===== src/rtl/controller_link_rx.sv =====
// rtl/controller_link_rx.sv - controller port receiver: sync, deserialise frames, shift feedback back to the uC.
// Optional even-parity bit enabled by defining CONTROLLER_LINK_PARITY_EN.
module controller_link_rx #(
  parameter int PORTS       = 4,
  parameter int IDLE_CYCLES = 1024,
  parameter int SYNC_STAGES = 2
) (
  input  logic                 Clk,
  input  logic                 ResetN,
  input  logic                 ControllerClk,
  input  logic                 ControllerIn,
  output logic                 ControllerOut,
  input  logic [16*PORTS-1:0]  Feedback,
  output logic                 StateValid,
  output logic [3:0]           StatePort,
  output logic [15:0]          StateButtons,
  output logic                 FrameError
);

`ifdef CONTROLLER_LINK_PARITY_EN
  localparam int FRAME_BITS = 21;
`else
  localparam int FRAME_BITS = 20;
`endif
  localparam int IW = $clog2(IDLE_CYCLES + 1);
  localparam logic [IW-1:0] IDLE_MAX = IW'(IDLE_CYCLES);
  localparam logic [4:0] LAST_BIT = 5'(FRAME_BITS - 1);

  logic [SYNC_STAGES-1:0] clk_sync_q, clk_sync_d, din_sync_q, din_sync_d;
  logic                   clk_prev_q, clk_prev_d;
  logic [4:0]             bit_cnt_q, bit_cnt_d;
  logic [FRAME_BITS-1:0]  rx_shift_q, rx_shift_d;
  logic [IW-1:0]          idle_cnt_q, idle_cnt_d;
  logic                   frame_done_q, frame_done_d;
  logic [15:0]            tx_shift_q, tx_shift_d;
  logic [4:0]             tx_cnt_q, tx_cnt_d;
  logic                   ctrl_out_q, ctrl_out_d;
  logic                   state_valid_q, state_valid_d;
  logic                   frame_error_q, frame_error_d;
  logic [3:0]             state_port_q, state_port_d;
  logic [15:0]            state_buttons_q, state_buttons_d;

  logic        sync_clk, sync_din, rise, fall, port_ok, parity_ok;
  logic [3:0]  rx_port, new_port;
  logic [15:0] rx_buttons, fb_sel;

  assign sync_clk   = clk_sync_q[SYNC_STAGES-1];
  assign sync_din   = din_sync_q[SYNC_STAGES-1];
  assign rise       = sync_clk & ~clk_prev_q;
  assign fall       = ~sync_clk & clk_prev_q;
  assign rx_port    = rx_shift_q[FRAME_BITS-1 -: 4];
  assign rx_buttons = rx_shift_q[FRAME_BITS-5 -: 16];
  assign port_ok    = ({1'b0, rx_port} < 5'(PORTS));
`ifdef CONTROLLER_LINK_PARITY_EN
  assign parity_ok  = ~^rx_shift_q;
`else
  assign parity_ok  = 1'b1;
`endif
  // ID as it stands once bit 3 is being shifted in
  assign new_port   = {rx_shift_q[2:0], sync_din};

  always_comb begin
    fb_sel = '0;
    for (int p = 0; p < PORTS; p++) begin
      if (new_port == 4'(p)) fb_sel = Feedback[16*p +: 16];
    end
  end

  always_comb begin
    clk_sync_d      = {clk_sync_q[SYNC_STAGES-2:0], ControllerClk};
    din_sync_d      = {din_sync_q[SYNC_STAGES-2:0], ControllerIn};
    clk_prev_d      = sync_clk;
    bit_cnt_d       = bit_cnt_q;
    rx_shift_d      = rx_shift_q;
    idle_cnt_d      = idle_cnt_q;
    frame_done_d    = 1'b0;
    tx_shift_d      = tx_shift_q;
    tx_cnt_d        = tx_cnt_q;
    ctrl_out_d      = ctrl_out_q;
    state_valid_d   = 1'b0;
    frame_error_d   = 1'b0;
    state_port_d    = state_port_q;
    state_buttons_d = state_buttons_q;

    if (fall) begin
      if (tx_cnt_q != 5'd0) begin
        ctrl_out_d = tx_shift_q[15];
        tx_shift_d = {tx_shift_q[14:0], 1'b0};
        tx_cnt_d   = tx_cnt_q - 1'b1;
      end else begin
        ctrl_out_d = 1'b0;
      end
    end

    if (rise) begin
      rx_shift_d = {rx_shift_q[FRAME_BITS-2:0], sync_din};
      idle_cnt_d = '0;
      if (bit_cnt_q == LAST_BIT) begin
        bit_cnt_d    = 5'd0;
        frame_done_d = 1'b1;
      end else begin
        bit_cnt_d = bit_cnt_q + 1'b1;
      end
      if (bit_cnt_q == 5'd3) begin
        tx_shift_d = fb_sel;
        tx_cnt_d   = 5'd16;
      end
    end else if (frame_done_q) begin
      idle_cnt_d = '0;
    end else if (idle_cnt_q != IDLE_MAX) begin
      idle_cnt_d = idle_cnt_q + 1'b1;
      // Abandoned partial frame: report once, then wait for a fresh frame
      if (idle_cnt_q == IDLE_MAX - 1'b1 && bit_cnt_q != 5'd0) begin
        frame_error_d = 1'b1;
        bit_cnt_d     = 5'd0;
        tx_cnt_d      = 5'd0;
        ctrl_out_d    = 1'b0;
      end
    end

    if (frame_done_q) begin
      if (port_ok && parity_ok) begin
        state_valid_d   = 1'b1;
        state_port_d    = rx_port;
        state_buttons_d = rx_buttons;
      end else begin
        frame_error_d = 1'b1;
      end
    end
  end

  always_ff @(posedge Clk or negedge ResetN) begin
    if (!ResetN) begin
      clk_sync_q      <= '0;
      din_sync_q      <= '0;
      clk_prev_q      <= 1'b0;
      bit_cnt_q       <= '0;
      rx_shift_q      <= '0;
      idle_cnt_q      <= '0;
      frame_done_q    <= 1'b0;
      tx_shift_q      <= '0;
      tx_cnt_q        <= '0;
      ctrl_out_q      <= 1'b0;
      state_valid_q   <= 1'b0;
      frame_error_q   <= 1'b0;
      state_port_q    <= '0;
      state_buttons_q <= '0;
    end else begin
      clk_sync_q      <= clk_sync_d;
      din_sync_q      <= din_sync_d;
      clk_prev_q      <= clk_prev_d;
      bit_cnt_q       <= bit_cnt_d;
      rx_shift_q      <= rx_shift_d;
      idle_cnt_q      <= idle_cnt_d;
      frame_done_q    <= frame_done_d;
      tx_shift_q      <= tx_shift_d;
      tx_cnt_q        <= tx_cnt_d;
      ctrl_out_q      <= ctrl_out_d;
      state_valid_q   <= state_valid_d;
      frame_error_q   <= frame_error_d;
      state_port_q    <= state_port_d;
      state_buttons_q <= state_buttons_d;
    end
  end

  assign ControllerOut = ctrl_out_q;
  assign StateValid    = state_valid_q;
  assign FrameError    = frame_error_q;
  assign StatePort     = state_port_q;
  assign StateButtons  = state_buttons_q;

endmodule


===== config.mk =====
export PLATFORM = sky130hd
export DESIGN_NAME = controller_link_rx
export DESIGN_NICKNAME = d
export VERILOG_FILES = /design/src/rtl/controller_link_rx.sv
export SDC_FILE = /design/constraint.sdc
export NUM_CORES = 1
export LEC_CHECK = 0
export CAP_MARGIN = 10
export CORE_MARGIN = 2
export CORE_UTILIZATION = 45
export CTS_CLUSTER_SIZE = 24
export DETAILED_ROUTE_END_ITERATION = 12
export PLACE_DENSITY_LB_ADDON = 0.05
export SYNTH_ARGS = -nofsm -noshare
export SYNTH_HDL_FRONTEND = slang
export SYNTH_SLANG_ARGS = --single-unit

===== constraint.sdc =====
create_clock -name Clk -period 1.73 [get_ports Clk]
set_clock_uncertainty 0.1 [all_clocks]
set_input_delay 0.2595 -clock Clk [delete_from_list [all_inputs] [get_ports Clk]]
set_output_delay 0.2595 -clock Clk [all_outputs]
set_load 0.005 [all_outputs]

* Word-level counts from Yosys, hierarchy flattened
Index checks and enable logic that the tools add are counted.
** Cells by class
- $lt $le $gt $ge :: 1
- Reductions and logical operators :: 9
- Equal/unequal tests :: 8
- Bitwise logic cells :: 4
- Multiplexer cells :: 39
- Add/subtract/negate cells :: 3
** Operators by type and width (number)
- $mux W16 :: 8
- $mux W5 :: 12
- $mux W11 :: 3
- $mux W1 :: 16
- $add A11 B1 Y11 const B :: 1
- $eq A11 B10 Y1 const B :: 1
- $ne A11 B11 Y1 const B :: 1
- $reduce_bool A5 Y1 :: 2
- $eq A4 B2 Y1 const B :: 2
- $add A5 B1 Y5 const B :: 1
- $eq A5 B2 Y1 const B :: 1
- $eq A5 B5 Y1 const B :: 1
- $sub A5 B1 Y5 const B :: 1
- $eq A4 B1 Y1 const B :: 1
- $logic_not A4 Y1 :: 1
- $lt A4 B3 Y1 const B :: 1
- $reduce_bool A2 Y1 :: 2
- $reduce_and A3 Y1 :: 1
- $reduce_bool A3 Y1 :: 1
- $and A1 B1 Y1 :: 2
- $ne A2 B1 Y1 const B :: 1
- $not A1 Y1 :: 2
- $reduce_and A2 Y1 :: 1
- $logic_and A1 B1 Y1 :: 1
** Storage, ports and cells
- Input port bits :: 68
- Word-level logic and storage cells :: 78
- Flip-flop bits (word level) :: 86

* Longest topological paths before layout
Gate-level depths: netlist of run 1.
- Depth in word-level cells :: 8
- Gate-level depth with buffers :: 7

* Worst setup path after synthesis of run 1
OpenSTA, ideal clock, no wires.
- Kind :: register to register
- From :: reg idle_cnt_q[0]
- To :: reg bit_cnt_q[2]
- Stages on the path, launching flop included :: 7
- Path buffers :: 1
- Path slack :: -147 ps
- Required time :: 1504 ps
- Data arrival time :: 1651 ps
- Library setup time :: 126 ps
- Cell sequence :: dfrtp_1 > ha_1 > nand4_1 > or4_4 > buf_6 > a21oi_2 > o22ai_1
** Between the ends
- Longest elaborated chain between the ends :: 4
- Elaborated cells on any way between the ends :: 6
- Those cells by class :: eq/ne (2); reduce/logical (4)
** RTL lines
- start: declaration :: RTL line 33 : logic [IW-1:0] idle_cnt_q, idle_cnt_d;
- start signal: assignment :: RTL line 154 : idle_cnt_q <= idle_cnt_d;
- $eq A11 B10 Y1 :: RTL line 113 : if (idle_cnt_q == IDLE_MAX - 1'b1 && bit_cnt_q != 5'd0) begin
- $logic_and A1 B1 Y1 :: RTL line 113
- $reduce_bool A2 Y1 (no source line)
- $reduce_and A3 Y1 (no source line) *
- end signal: assignment :: RTL line 152 : bit_cnt_q <= bit_cnt_d;
- end: declaration :: RTL line 31 : logic [4:0] bit_cnt_q, bit_cnt_d;
Mark *: on every way between the ends. The rest lies on a longest branch, timed or not.
A chain may end at the register's enable or synchronous reset.

* Final worst setup path of run 1
- From :: reg idle_cnt_q[10]
- To :: reg ctrl_out_q, in the netlist ControllerOut
** Between the ends
- Longest elaborated chain between the ends :: 6
- Elaborated cells on any way between the ends :: 7
- Those cells by class :: eq/ne (2); mux (4); reduce/logical (1)
** RTL lines
- $eq A11 B10 Y1 :: RTL line 113
- $logic_and A1 B1 Y1 :: RTL line 113
- $mux W1 :: RTL line 113
- $mux W1 * :: RTL line 110 : end else if (idle_cnt_q != IDLE_MAX) begin
- $mux W1 * :: RTL line 108 : end else if (frame_done_q) begin
- $mux W1 * :: RTL line 95 : if (rise) begin
- via ctrl_out_d :: RTL line 37 : logic ctrl_out_q, ctrl_out_d;
- end signal: assignment :: RTL line 158 : ctrl_out_q <= ctrl_out_d;
- end: declaration :: RTL line 37
The timed path passes the listed nets; every way through them passes the cells marked *.

==> results.md, run 1 <==
* Minimum clock period at ~1.8 ns
* Reg area at 2150 um2
* Largest net degree at the start of global routing at 43
* Netlist cell types at 41
* Main flop type after synthesis: dfrtp_1
* Final std cell area, no fill at approximately 6000 um2
* Synth warn at 0
* Synth Cell Area at around 4100 um2
* Slowest cell on crit path: or4_4
* Final setup violation count at 16
* Failing checks: setup timing
* Max cap viols at 0
* Vias in the first global route at between 3000 and 4000
* Status: complete, but fails checks
* # IOs at 91
* CP Max Fanout at 6
* Largest cells by area after synthesis: dfrtp_1 52%, mux4_2 8.8%, nand2_1 6.2%, mux2_2 4.9%, mux2i_1 4.4%
* Die extent in y at 99.5 um
* Hold slack final at around 0.25 ns
* CP Buf/Inv Count at 0
* Unrepaired setup endpoints after global routing: true
* CTS Sinks at between 80 and 90
* Num CTS Buffers at 9
* R2r startpoint: idle_cnt_q[10]$_DFFE_PN0P_
* # port buffers at 90
* DR vias/cell at 5.25
* Hold Path Class: in2reg
* Worst vdd ir at 0.494 mV
* Power Dens Cells at 930 nW/um2
* Max clock buf depth at 2
* Worst Setup Start Kind: flop
* CTS tree: done
* Synthesized flop and latch total at 86
* Slowest Stage Delay on Critical Path at 0.63 ns
* # rows at 34
* Critical Path AT at 1.97 ns
* Residual DRC at 0
* Yosys top cell area share at a little over half
* Worst-Margin Slew at roughly 0.78 ns
* Most frequent cells after synthesis: 86 x dfrtp_1, 68 x nand2_1, 28 x inv_1
* Final worst path period share at 106%
* Layout area overhead at 43.9%
* Crit Path Class: reg2reg
* Core area at 8810 um2
* Hold Violations, Final at 0
* DP Area at between 5000 and 6000 um2
* Mapped Nets at 442
* Die X at 99.5 um
* Routed len/inst at 16.0 um
* Detailed Route Iter0 Violations at 110
* Root buf cell: clkbuf_8
* Non-filler cells, final at 613
* Worst path depth at 4
* Pleak at approximately 0.0027 uW
* Most common cell in the netlist: dfrtp_1
* GRT Residual Overflow at 0
* Dpl cells at a little under 600
* Final RePlAce weighted congestion at 0.817
* CP top delay family: simple AND/OR/NAND/NOR gates
* Insertion delay to the later sink of the worst-skew pair at approximately 0.36 ns
* Largest area contributor in the netlist: dfrtp_1
* Area of the multi-input gates at just under 2000 um2
* Share of layout cells above drive strength 1 at 27.1%
* Slew margin rel. at between 40% and 50%
* Final net count at between 500 and 600
* Hold path start: ControllerIn
* Fillers at roughly 680
* Initial Utilization at 46.6%
* DP Wirelength at 6530 um
* Worst reg-to-reg setup slack at -0.10 ns
* Syn Inst Count at 369
* Async set-reset flop share out of synthesis at 100%
* Crit end category: flop
* Max Fclk at around 550 MHz
* Sequential fraction of the synthesis area at 52.4%
* Reg clk slew, reported paths at 0.10 ns
* EDFF count, synth at 0
* Worst Hold End: din_sync_q[0]$_DFF_PN0_
* Hold path depth at 1
* Drt first pass iters at 4
* # diodes at 0
* Final core occ at 67.1%
* Via Count at around 3200
* Post-Route WL at between 9000 and 10000 um
* Reg2Reg Capture Point: ControllerOut$_DFF_PN0_
* Slew Limit Fails at 0
* Reg2reg path depth at 4
* Worst-path cell chain: or3b_4, or4_4, nand3_1, o21ai_1
* Antenna violations before repair at 0
* H-tree Lvls at 3
* All-Layer GR Usage at 20.8%
* Detail Route Antenna Nets at 0
* Post-synthesis area per instance at approximately 11 um2
* Global-route wire length before repair at between 15000 and 20000 um
* DIE AREA at 9910 um2
* Final WS setup at -0.103 ns
* Req. time, crit path at 1.87 ns
-- worst register-to-register path, cell delays in order, from the launching register on --
cell and delay, ns:
dfrtp_1 0.39, or3b_4 0.41, or4_4 0.63, nand3_1 0.12, o21ai_1 0.07
-- kinds of logic (layout without fill, tap and decap cells) --
kind of cell / Yosys count / count (layout) / share of synthesized area, %
and+or+nand+nor: 129 / 130 / 15.0
DFF: 86 / 86 / 52.4
muxes: 52 / 52 / 18.1
buffers and inverters: 47 / 182 / 4.75
AOI/OAI and AO/OA: 41 / 41 / 6.31
xor gates and xnor gates: 9 / 9 / 1.92
adders and majority gates: 5 / 5 / 1.52
-- where the power goes --
part	internal, uW	leakage (uW)	total [uW]	switching, uW
sequential	2350	0.00114	2650	295
clock	566	0.0000970	1370	801
combinational	848	0.00147	1480	630
total	3770	0.00271	5490	1730
-- area by class of cell --
type | count | share of cell area, %
Sequential cell | 86 | 36.4
Multi-Input combinational cell | 237 | 33.2
Timing Repair Buffer | 138 | 23.0
Tap cell | 108 | 2.29
Clock buffer | 9 | 2.10
Inverter | 28 | 1.78
Clock inverter | 7 | 1.23
-- state kept, by name, summed over array words and instances, names as in the netlist --
signal and cells:
rx_shift_q 20, StateButtons 16, tx_shift_q 16, idle_cnt_q 11, bit_cnt_q 5, tx_cnt_q 5
StatePort 4, clk_sync_q 2, din_sync_q 2, ControllerOut 1, FrameError 1, StateValid 1
clk_prev_q 1, frame_done_q 1
-- metal layers --
metal | up-vias | track usage (%) | part of all wire [%] | wire length, um
met5 | - | 0 | 0 | 0
met4 | 0 | 5.37 | 1.1 | 107
met3 | 14 | 5.20 | 4.4 | 431
met2 | 72 | 32.5 | 49 | 4830
met1 | 1580 | 29.1 | 45 | 4420
li1 | 1554 | - | - | -
-- placed cells by master, fill, tap and decap left out, types with 3 or more instances in the layout --
cell / n
buf_4: 37
a21oi_1: 4
o22ai_2: 4
buf_6: 6
nor2_1: 15
nand2b_1: 4
xor2_1: 5
buf_12: 4
nor2b_1: 4
o21ai_0: 4
clkdlybuf4s50_1: 89
o22ai_1: 12
xnor2_1: 4
o21ai_2: 3
dfrtp_1: 85
nand2_1: 67
nand4_1: 5
nand3_1: 7
or4_4: 3
mux2i_1: 14
mux2i_2: 3
clkbuf_8: 9
ha_2: 3
mux4_2: 16
nor3_1: 4
inv_1: 28
mux2_2: 18
-- repair_timing --
action	CTS	global route
pin swaps	18	11
endpoints found under the hold margin	26	0
gates cloned	4	0
setup buffers	8	0
hold buffers	1	0
resized for setup	32	14
setup endpoints to repair	26	32
-- how the worst max path moves through the flow --
stage / start / end
floorplan: idle_cnt_q[10]$_DFFE_PN0P_ / bit_cnt_q[3]$_DFFE_PN0P_
global route: bit_cnt_q[1]$_DFFE_PN0P_ / tx_shift_q[7]$_DFF_PN0_
global placement: idle_cnt_q[10]$_DFFE_PN0P_ / ControllerOut$_DFF_PN0_
detailed placement: idle_cnt_q[10]$_DFFE_PN0P_ / tx_cnt_q[1]$_DFF_PN0_
finish: idle_cnt_q[10]$_DFFE_PN0P_ / ControllerOut$_DFF_PN0_
CTS: idle_cnt_q[0]$_DFFE_PN0P_ / tx_cnt_q[1]$_DFF_PN0_
-- stage by stage --
stage / setup WS, ns / power [uW] / TNS (ns)
3_5_place_dp: -0.175 / 3920 / -1.98
5_1_grt: -0.166 / 5860 / -3.22
6_report: -0.103 / 5490 / -0.836
4_1_cts: -0.0836 / 5460 / -0.851
3_3_place_gp: -0.173 / 3870 / -1.33
2_1_floorplan: -0.126 / 3280 / -0.925
Power figures use the tool's default switching activity.
==> run 2, diff against run 1 <==
--- a/config.mk
+++ b/config.mk
@@ -6,7 +6,7 @@
 export NUM_CORES = 1
 export LEC_CHECK = 0
 export CAP_MARGIN = 10
-export CORE_MARGIN = 2
+export CORE_MARGIN = 4
 export CORE_UTILIZATION = 45
 export CTS_CLUSTER_SIZE = 24
 export DETAILED_ROUTE_END_ITERATION = 12
==> constraint.sdc (replaced) <==
create_clock -name Clk -period 1.8 [get_ports Clk]
set_clock_uncertainty 0.1 [all_clocks]
set_input_delay 0.27 -clock Clk [delete_from_list [all_inputs] [get_ports Clk]]
set_output_delay 0.27 -clock Clk [all_outputs]
set_load 0.005 [all_outputs]
==> run 2 against run 1 <==
Effect of this change: the flow still finishes with violations (setup timing); sequential cell count unchanged; setup slack better by 0.0017 ns; utilization fell by 0.77 points; sequential share of layout area increased by 0.42 points; design area decreased by 1.1%; via count hardly changed; first-iteration DRC count grew 16%; total power is 5.8% lower; maximum frequency down 3.6%; count of clock-buffer cells in the layout increased by 1; combinational power is 12% lower; critical endpoint unchanged; highest routed layer unchanged.
==> results.md, run 2 (same netlist as run 1, synthesis figures left out) <==
* Max cap viols at 0
* Reg clk slew, reported paths at 0.09 ns
* Final worst path period share at 106%
* Area of the multi-input gates at 1900 um2
* H-tree Lvls at 3
* Largest net degree at the start of global routing at 36
* Setup TNS at -0.347 ns
* Biggest register: rx_shift_q
* Met3 wire length at ~430 um
* Worst-Margin Slew at between 0.7 and 0.8 ns
* Residual DRC at 0
* Max Fclk at 526 MHz
* Reg area at 2150 um2
* Final net count at 569
* DIE AREA at 10700 um2
* Met2 WL at 4960 um
* # IOs at 91
* Most frequent cells in the layout: 89 x clkdlybuf4s50_1, 85 x dfrtp_1, 68 x nand2_1
* CP Max Fanout at 6
* CTS Sinks at 86
* Die X at 104 um
* Slew margin rel. at roughly 53%
* Status: complete, but fails checks
* Drt first pass iters at 4
* Final WS setup at -0.101 ns
* # diodes at 0
* All-Layer GR Usage at 18.5%
* GRT Residual Overflow at 0
* Worst-path cell chain: or3b_4, or4_4, a22oi_2, o21ai_1
* Post-Route WL at 9850 um
* Met1 wire length at ~4400 um
* Insertion delay to the later sink of the worst-skew pair at around 0.35 ns
* Initial Utilization at 46.6%
* Slowest cell on crit path: or4_4
* Non-filler cells, final at 609
* Final setup violation count at 7
* Core area at 8810 um2
* Fillers at approximately 690
* Slowest Stage Delay on Critical Path at roughly 0.63 ns
* Max clock buf depth at 2
* Vias in the first global route at 3332
* Power Dens Cells at 886 nW/um2
* Max Used Layer: met4
* Num CTS Buffers at 9
* Detailed Route Iter0 Violations at 128
* Failing checks: setup timing
* Detail Route Antenna Nets at 0
* Dpl cells at 582
* DR vias/cell at 5.28
* Share of layout cells above drive strength 1 at a little under a quarter
* Hold Violations, Final at 0
* Hold Path Class: in2reg
* Unrepaired setup endpoints after global routing: true
* # port buffers at 90
* DP Wirelength at 6940 um
* Global-route wire length before repair at 16300 um
* Pleak at 0.00269 uW
* Final RePlAce weighted congestion at 0.782
* Most common cell after layout, fill and taps aside: clkdlybuf4s50_1
* Max reg flops at 20
* Crit Path Class: reg2reg
* Layout area overhead at 42.2%
* Critical Path AT at between 2 and 2.5 ns
* Root buf cell: clkbuf_8
* Via Count at 3218
* CTS tree: done
* Worst vdd ir at 0.512 mV
* Minimum clock period at 1.90 ns
* Antenna violations before repair at 0
* # rows at 34
* Worst Setup Start Kind: flop
* Crit end category: flop
* Slew Limit Fails at 0
* Routed len/inst at 16.2 um
* Die extent in y at 104 um
* Req. time, crit path at 1.93 ns
==> run 2: cell types whose count changed in the layout (fill, tap and decap cells not counted), sizes merged <==
| cell | previous run | this run |
|---|---|---|
| buf | 47 | 42 |
| bufbuf | 1 | 0 |
| bufinv | 0 | 1 |
| clkbuf | 9 | 12 |
| inv | 32 | 30 |
==> run 2: worst max-delay path: cells and delay by family (launching register included) <==
family             cells  cell delay, ns
DFF                    1            0.38
and+or+nand+nor        2            1.04
AOI/OAI and AO/OA      2            0.29
==> run 2: through the flow <==
stage | setup WS [ns] | util [%] | instance area (um2) | hold WS [ns] | total power (uW)
2_1_floorplan | -0.0565 | - | 4110 | -0.126 | 3150
3_3_place_gp | -0.0942 | 61.3 | 5400 | 0.159 | 3650
3_5_place_dp | -0.144 | 61.3 | 5400 | 0.160 | 3700
4_1_cts | -0.0876 | 64.9 | 5720 | 0.231 | 5130
5_1_grt | -0.133 | 66.3 | 5840 | 0.238 | 5490
6_report | -0.101 | 66.3 | 5840 | 0.250 | 5170
==> run 2: cell type report <==
cell class	count	area share [%]
Sequential cell	86	36.9
Multi-Input combinational cell	237	32.6
Timing Repair Buffer	134	23.1
Tap cell	108	2.31
Clock buffer	10	2.18
Inverter	28	1.80
Clock inverter	6	1.18
==> run 2: power breakdown <==
group	internal (uW)	switching, uW	leakage (uW)
Combinational	740	562	0.00145
Clock	652	696	0.0000973
Sequential	2260	262	0.00114
==> run 2: what timing repair did <==
action | CTS | global route
pin swaps | 11 | 15
endpoints found under the hold margin | 33 | 0
cloned | 3 | 1
resized for setup | 6 | 20
setup buffers | 5 | 1
setup endpoints to repair | 26 | 26
hold buffers | 1 | 0
==> run 2: metal layers <==
metal | GRT usage, % | vias to the layer above
met5 | 0 | -
met4 | 4.75 | 0
met3 | 5.47 | 6
met2 | 30.5 | 65
met1 | 24.2 | 1605
li1 | - | 1542
==> run 2: final timing paths <==
check                                              from                   endpoint  slack (ns)  depth (start not counted)
worst max register to register   frame_done_q$_DFF_PN0_    ControllerOut$_DFF_PN0_       -0.10                          4
max in group asynchronous                        ResetN   bit_cnt_q[4]$_DFFE_PN0P_        0.76                          3
worst min-delay path                       ControllerIn    din_sync_q[0]$_DFF_PN0_        0.25                          1
min in group asynchronous                        ResetN  idle_cnt_q[8]$_DFFE_PN0P_        0.31                          2
worst max-delay path             frame_done_q$_DFF_PN0_    ControllerOut$_DFF_PN0_       -0.10                          4
worst min register to register  clk_sync_q[0]$_DFF_PN0_    clk_sync_q[1]$_DFF_PN0_        0.26                          0
==> RTL edit 1 (flow settings as in run 1) <==
The parameter `PORTS` goes from 4 to 2.
--- a/src/rtl/controller_link_rx.sv
+++ b/src/rtl/controller_link_rx.sv
@@ -3,3 +3,3 @@
 module controller_link_rx #(
-  parameter int PORTS       = 4,
+  parameter int PORTS       = 2,
   parameter int IDLE_CYCLES = 1024,
Ports: changed (resized Feedback); port bits go from 91 to 59. No check against the original RTL was run, so the function may have changed too.
==> RTL edit 1 against run 1 <==
  * The run still ends with setup timing left
  * Power grew 3.3%
  * Die area shrank 8.4%
  * Routed wire length shrank 20%
  * Synthesized area shrank 8.8%
  * Sequential cell count is the same
  * Utilization shrank 5.2 points
  * Clock power grew 13%
  * Design area shrank 15%
  * Synthesized cell count shrank 7.9%
  * Fmax shrank 1.8%
  * Worst setup slack lost 0.034 ns
  * Non-clock buffer count shrank 44
  * Critical path type unchanged
==> RTL edit 1: results (changes against run 1) <==
Synthesis
  – Post-synth net total: 381 (-14%)
  – Synth top cells by count: 86 x dfrtp_1, 69 x nand2_1, 19 x a21oi_1
  – Syn avg cell area: 11.0 µm² (-0.99%)
  – Sequential area share after synthesis: 57.4% (+5.0 points)
  – Synth top area cells: dfrtp_1 57%, nand2_1 6.9%, mux2_2 5.1%, mux2i_1 4.5%, a221oi_1 3.5%

STA
  – Final setup fails: 20 (+4)
  – Sum of negative setup slack: -2.08 ns (-1.25 ns)
  – Slack of the critical path: -0.137 ns (-0.0342 ns)
  – Slew HR: 70.1% (+22 points)

Layout
  – Share of cells above drive strength 1: 20.7% (-6.4 points)
  – Final net count: 470 (-18%)

GRT
  – First-pass GRT wire length: 13000 µm (-21%)
  – Largest net degree at the start of global routing: 44 (+2.3%)
  – All-Layer GR Usage: 18.3% (-2.4 points)

Placed design
  – Pre-CTS setup slack: -0.140 ns (+0.0348 ns)
  – # placed instances: 517 (-12%)
  – Routability cong.: 0.810 (-0.77%)
  – Post-DP HPWL: 5110 µm (-22%)
  – Port buffer count: 58 (-36%)

Detailed routing
  – Drt wl/cell: 14.5 µm (-9.0%)
  – Initial DRC count: 102 (-7.3%)
  – DR vias: 2813 (-13%)

Outcome
  – Status: finished, violations left
  – Violated checks: setup timing

Power
  – Worst vdd ir: 0.000507 V (+2.7%)
  – Pleak: 2.39 nW (-12%)

Setup path
  – CP arrival: 1.99 ns (+0.02 ns)
  – Critical path startpoint: tx_cnt_q[1]

Floorplan
  – Die Span X: 95.3 µm (-4.3%)

Min path
  – HP Class: input port to async pin
## RTL edit 1: cell count changes after synthesis, moves of 3 or more
cell and change:
a221oi_1 +15, mux4_2 -16, buf_2 -5, inv_1 -19, xor2_1 +3, nor2b_1 +3
o21ai_0 -6, a21oi_1 +15, o22ai_1 -15
## RTL edit 1: layout make-up
cell class,instances,area (µm²)
Inverter,9,33.8
Tap cell,105,131
Timing Repair Buffer,94,925
Clock inverter,7,97.6
Clock buffer,9,124
Multi-Input combinational cell,229,1570
Sequential cell,86,2150
Fill cell,665,3100
## RTL edit 1: critical path, stage by stage (launching register included)
cell	delay, ns
dfrtp_1	0.41
inv_2	0.08
ha_4	0.12
or3b_4	0.39
o21a_4	0.24
buf_12	0.15
mux2i_1	0.14
a21oi_1	0.09
## RTL edit 1: logic make-up after synthesis
family	share of synthesized area [%]
xor gates and xnor gates	2.34
adders and majority gates	1.67
buffers and inverters	3.04
muxes	9.65
AOI/OAI and AO/OA	9.62
DFF	57.4
and+or+nand+nor	16.3
## RTL edit 1: routing by layer
metal | GRT usage (%) | wire [µm] | vias to the layer above
li1 | - | - | 1374
met1 | 24.5 | 3660 | 1393
met2 | 29.1 | 3820 | 40
met3 | 4.03 | 275 | 6
met4 | 7.13 | 80 | 0
met5 | 0 | 0 | -
## RTL edit 1: per-stage QoR
stage / power [mW] / area (µm²) / hold slack, ns
3_3_place_gp: 3.88 / 4660 / 0.0650
6_report: 5.68 / 5030 / 0.231
2_1_floorplan: 3.39 / 3750 / -0.136
3_5_place_dp: 3.94 / 4660 / 0.0735
5_1_grt: 6.01 / 5030 / 0.242
4_1_cts: 5.63 / 4980 / 0.225
## RTL edit 1: where the power goes
group | switching [mW] | internal [mW]
clock | 0.736 | 0.818
sequential | 0.287 | 2.40
combinational | 0.658 | 0.778
## RTL edit 1: final timing paths
path                             endpoint  depth (start not counted)
setup reg to reg            tx_shift_q[1]                          7
min in group Clk            din_sync_q[0]                          1
hold reg to reg             din_sync_q[1]                          0
setup / recovery            tx_shift_q[1]                          7
hold / removal              tx_shift_q[9]                          2
max in group asynchronous  rx_shift_q[11]                          3
## RTL edit 1: what timing repair did
item                                   in CTS  in global routing
setup buffers                               3                  1
setup endpoints to repair                  25                 25
endpoints found under the hold margin      19                  0
pin swaps                                   6                  7
gates resized for setup                     7                 12
hold buffers                                1                  0
gates cloned                                1                  0
==> RTL edit 2 (settings of run 1) <==
Without the edit above. The output `FrameError` loses its register stage (`frame_error_q` becomes a continuous assignment).
--- a/src/rtl/controller_link_rx.sv
+++ b/src/rtl/controller_link_rx.sv
@@ -144,3 +144,2 @@
       state_valid_q   <= 1'b0;
-      frame_error_q   <= 1'b0;
       state_port_q    <= '0;
@@ -159,3 +158,2 @@
       state_valid_q   <= state_valid_d;
-      frame_error_q   <= frame_error_d;
       state_port_q    <= state_port_d;
@@ -164,2 +162,4 @@
   end
+
+  assign frame_error_q = frame_error_d;
 
Formal check against the unedited RTL: no difference found for any inputs over 10 cycles, from zero or initial values and one cycle with ResetN low; that may be too few to reach the edited logic, so the function may still have changed.
==> RTL edit 2 against run 1 <==
  * Power rose by 2.5%
  * Worst setup slack got worse by 0.45 ns
  * Design area rose by 0.32%
  * Synthesized cell count fell by 0.27%
  * Routed wire length rose by 2.0%
  * Die area fell by 0.58%
  * Non-clock buffer count rose by 4
  * The run still ends with setup timing left
  * Synthesized area fell by 0.61%
  * Sequential cell count fell by 1
  * Largest power group unchanged
  * Highest routed layer unchanged
  * Register-to-register slack got worse by 0.20 ns
  * Sequential share of layout area fell by 0.56 points
==> RTL edit 2: results (changes against run 1) <==
Outcome
  – Status: finished, violations left
  – Violated checks: setup timing

GRT
  – Vias in the first global route: 3369 (+0.60%)
  – Met3 Use GR: 4.64% (-0.56 points)
  – First-pass GRT wire length: 16000 µm (-2.6%)
  – Routing usage on met2: 34.2% (+1.7 points)
  – Antenna violations before repair: 0 (unchanged)
  – All-Layer GR Usage: 20.4% (-0.31 points)
  – GR Layer Usage met1: 27.0% (-2.2 points)
  – Largest net degree at the start of global routing: 45 (+4.7%)

Placed design
  – Post-DP HPWL: 6890 µm (+5.5%)
  – Placed inst area: 5410 µm² (-0.25%)
  – Pre-CTS setup slack: -0.634 ns (-0.459 ns)
  – Port buffer count: 90 (unchanged)
  – # placed instances: 587 (unchanged)
  – Routability cong.: 0.806 (-1.2%)

Synthesis
  – Count of cell types in the netlist: 41 (unchanged)
  – Post-synth net total: 441 (-0.23%)
  – Mux contribution to synthesized area: 18.2% (+0.11 points)
  – Syn avg cell area: 11.1 µm² (-0.34%)
  – Ys async rst share: 100% (unchanged)
  – Post-synth top flop: dfrtp_1
  – Post-synthesis compound-gate area fraction: 6.34% (+0.039 points)
  – Synth warn: 0 (unchanged)
  – Sequential area share after synthesis: 52.1% (-0.29 points)
  – Synth top cells by count: 85 x dfrtp_1, 68 x nand2_1, 28 x inv_1
  – Fraction of the mapped netlist area in adder cells: 1.53% (+0.0093 points)
  – XOR/XNOR Fraction of Synth Area: 1.93% (+0.012 points)
  – Synth top area cells: dfrtp_1 52%, mux4_2 8.8%, nand2_1 6.3%, mux2_2 5.0%, mux2i_1 4.4%

STA
  – Slew Viols, Final: 0 (unchanged)
  – Final setup fails: 13 (-3)
  – Slack of the critical path: -0.557 ns (-0.454 ns)
  – Worst slew pin tran: 0.435 ns (-0.348 ns)

Layout
  – Final net count: 575 (+0.35%)
  – Diode count: 0 (unchanged)
  – Share of cells above drive strength 1: 26.8% (-0.30 points)
  – Number of flip-flops under the largest register name: 20 (unchanged)
  – Register with the most flip-flops: rx_shift_q

Power
  – Sw Share: 30.6% (-0.79 points)
  – Worst vdd ir: 0.000463 V (-6.2%)
  – Pleak: 2.72 nW (+0.41%)

Detailed routing
  – Final WL: 9980 µm (+2.0%)
  – 1st-pass router iterations: 4 (unchanged)
  – Initial DRC count: 70 (-36%)
  – Drt wl/cell: 16.2 µm (+1.6%)
  – Via/cell ratio: 5.24 (-0.20%)

CTS
  – CTS root buf: clkbuf_8
  – CTS Buf Count: 9 (unchanged)
  – H-tree levels: 3 (unchanged)
  – Clk buf depth: 2 (unchanged)
  – Clk slew on worst S/H paths: 0.10 ns (about the same)
  – Worst skew pair latency: 0.36 ns (about the same)

Setup path
  – CP arrival: 1.93 ns (-0.04 ns)
  – Crit path max fanout: 2 (-4)

Floorplan
  – Row count: 34 (unchanged)

Min path
  – HP Class: flop to flop
RTL edit 2: cell types whose count changed after synthesis, sizes merged:
cell   change
dfrtp      -1
RTL edit 2: worst paths after layout:
| path | cells past startpoint | end | from | slack (ns) |
|---|---|---|---|---|
| setup / recovery | 5 | FrameError | idle_cnt_q[0] | -0.56 |
| hold reg to reg | 0 | clk_sync_q[1] | clk_sync_q[0] | 0.25 |
| max in group asynchronous | 3 | StateButtons[0] | ResetN | 0.66 |
| hold / removal | 0 | clk_sync_q[1] | clk_sync_q[0] | 0.25 |
| min in group asynchronous | 2 | idle_cnt_q[4] | ResetN | 0.28 |
| setup reg to reg | 7 | ControllerOut | idle_cnt_q[0] | -0.30 |
RTL edit 2: through the flow:
step | TNS, ns | utilization (%)
2_1_floorplan | -0.945 | -
3_3_place_gp | -3.09 | 61.7
3_5_place_dp | -3.82 | 61.7
4_1_cts | -2.59 | 65.7
5_1_grt | -4.37 | 67.6
6_report | -2.89 | 67.6
RTL edit 2: area by class of cell:
| class | instances | area, µm² |
|---|---|---|
| Clock buffer | 9 | 124 |
| Fill cell | 714 | 2840 |
| Timing Repair Buffer | 142 | 1400 |
| Multi-Input combinational cell | 236 | 1950 |
| Inverter | 28 | 105 |
| Clock inverter | 7 | 87.6 |
| Sequential cell | 85 | 2130 |
| Tap cell | 108 | 135 |
RTL edit 2: worst max-delay path, stage by stage, from the launching register on:
cell and delay [ns]:
dfrtp_1 0.37, ha_2 0.19, nand4_1 0.13, or4_4 0.58, o21ai_2 0.16, buf_2 0.14
RTL edit 2: per-layer routing:
metal	routed length [µm]	part of all wire (%)
met5	0	0
met4	87	0.87
met3	396	4.0
met2	4970	50
met1	4530	45
RTL edit 2: power groups by stage:
stage	Clock, mW	Sequential [mW]	Combinational, mW
CTS	1.55	2.56	1.36
global placement	0	2.58	1.22
global route	1.64	2.64	1.67
detailed placement	0	2.59	1.27
floorplan	0	2.57	0.687
finish	1.52	2.59	1.52
RTL edit 2: logic make-up after synthesis:
group	Yosys count
AND/OR/NAND/NOR	129
flip-flops	85
AO/OA/AOI/OAI	41
buffers and inverters	47
XOR/XNOR	9
adder cells (fa/ha/maj)	5
multiplexers	52
RTL edit 2: repair_timing:
item,in CTS,in global routing
pin swaps,10,14
hold endpoints to repair,31,0
setup buffers,5,8
hold buffers,1,0
cloned,2,1
resized for setup,11,35
endpoints found under the setup margin,27,28
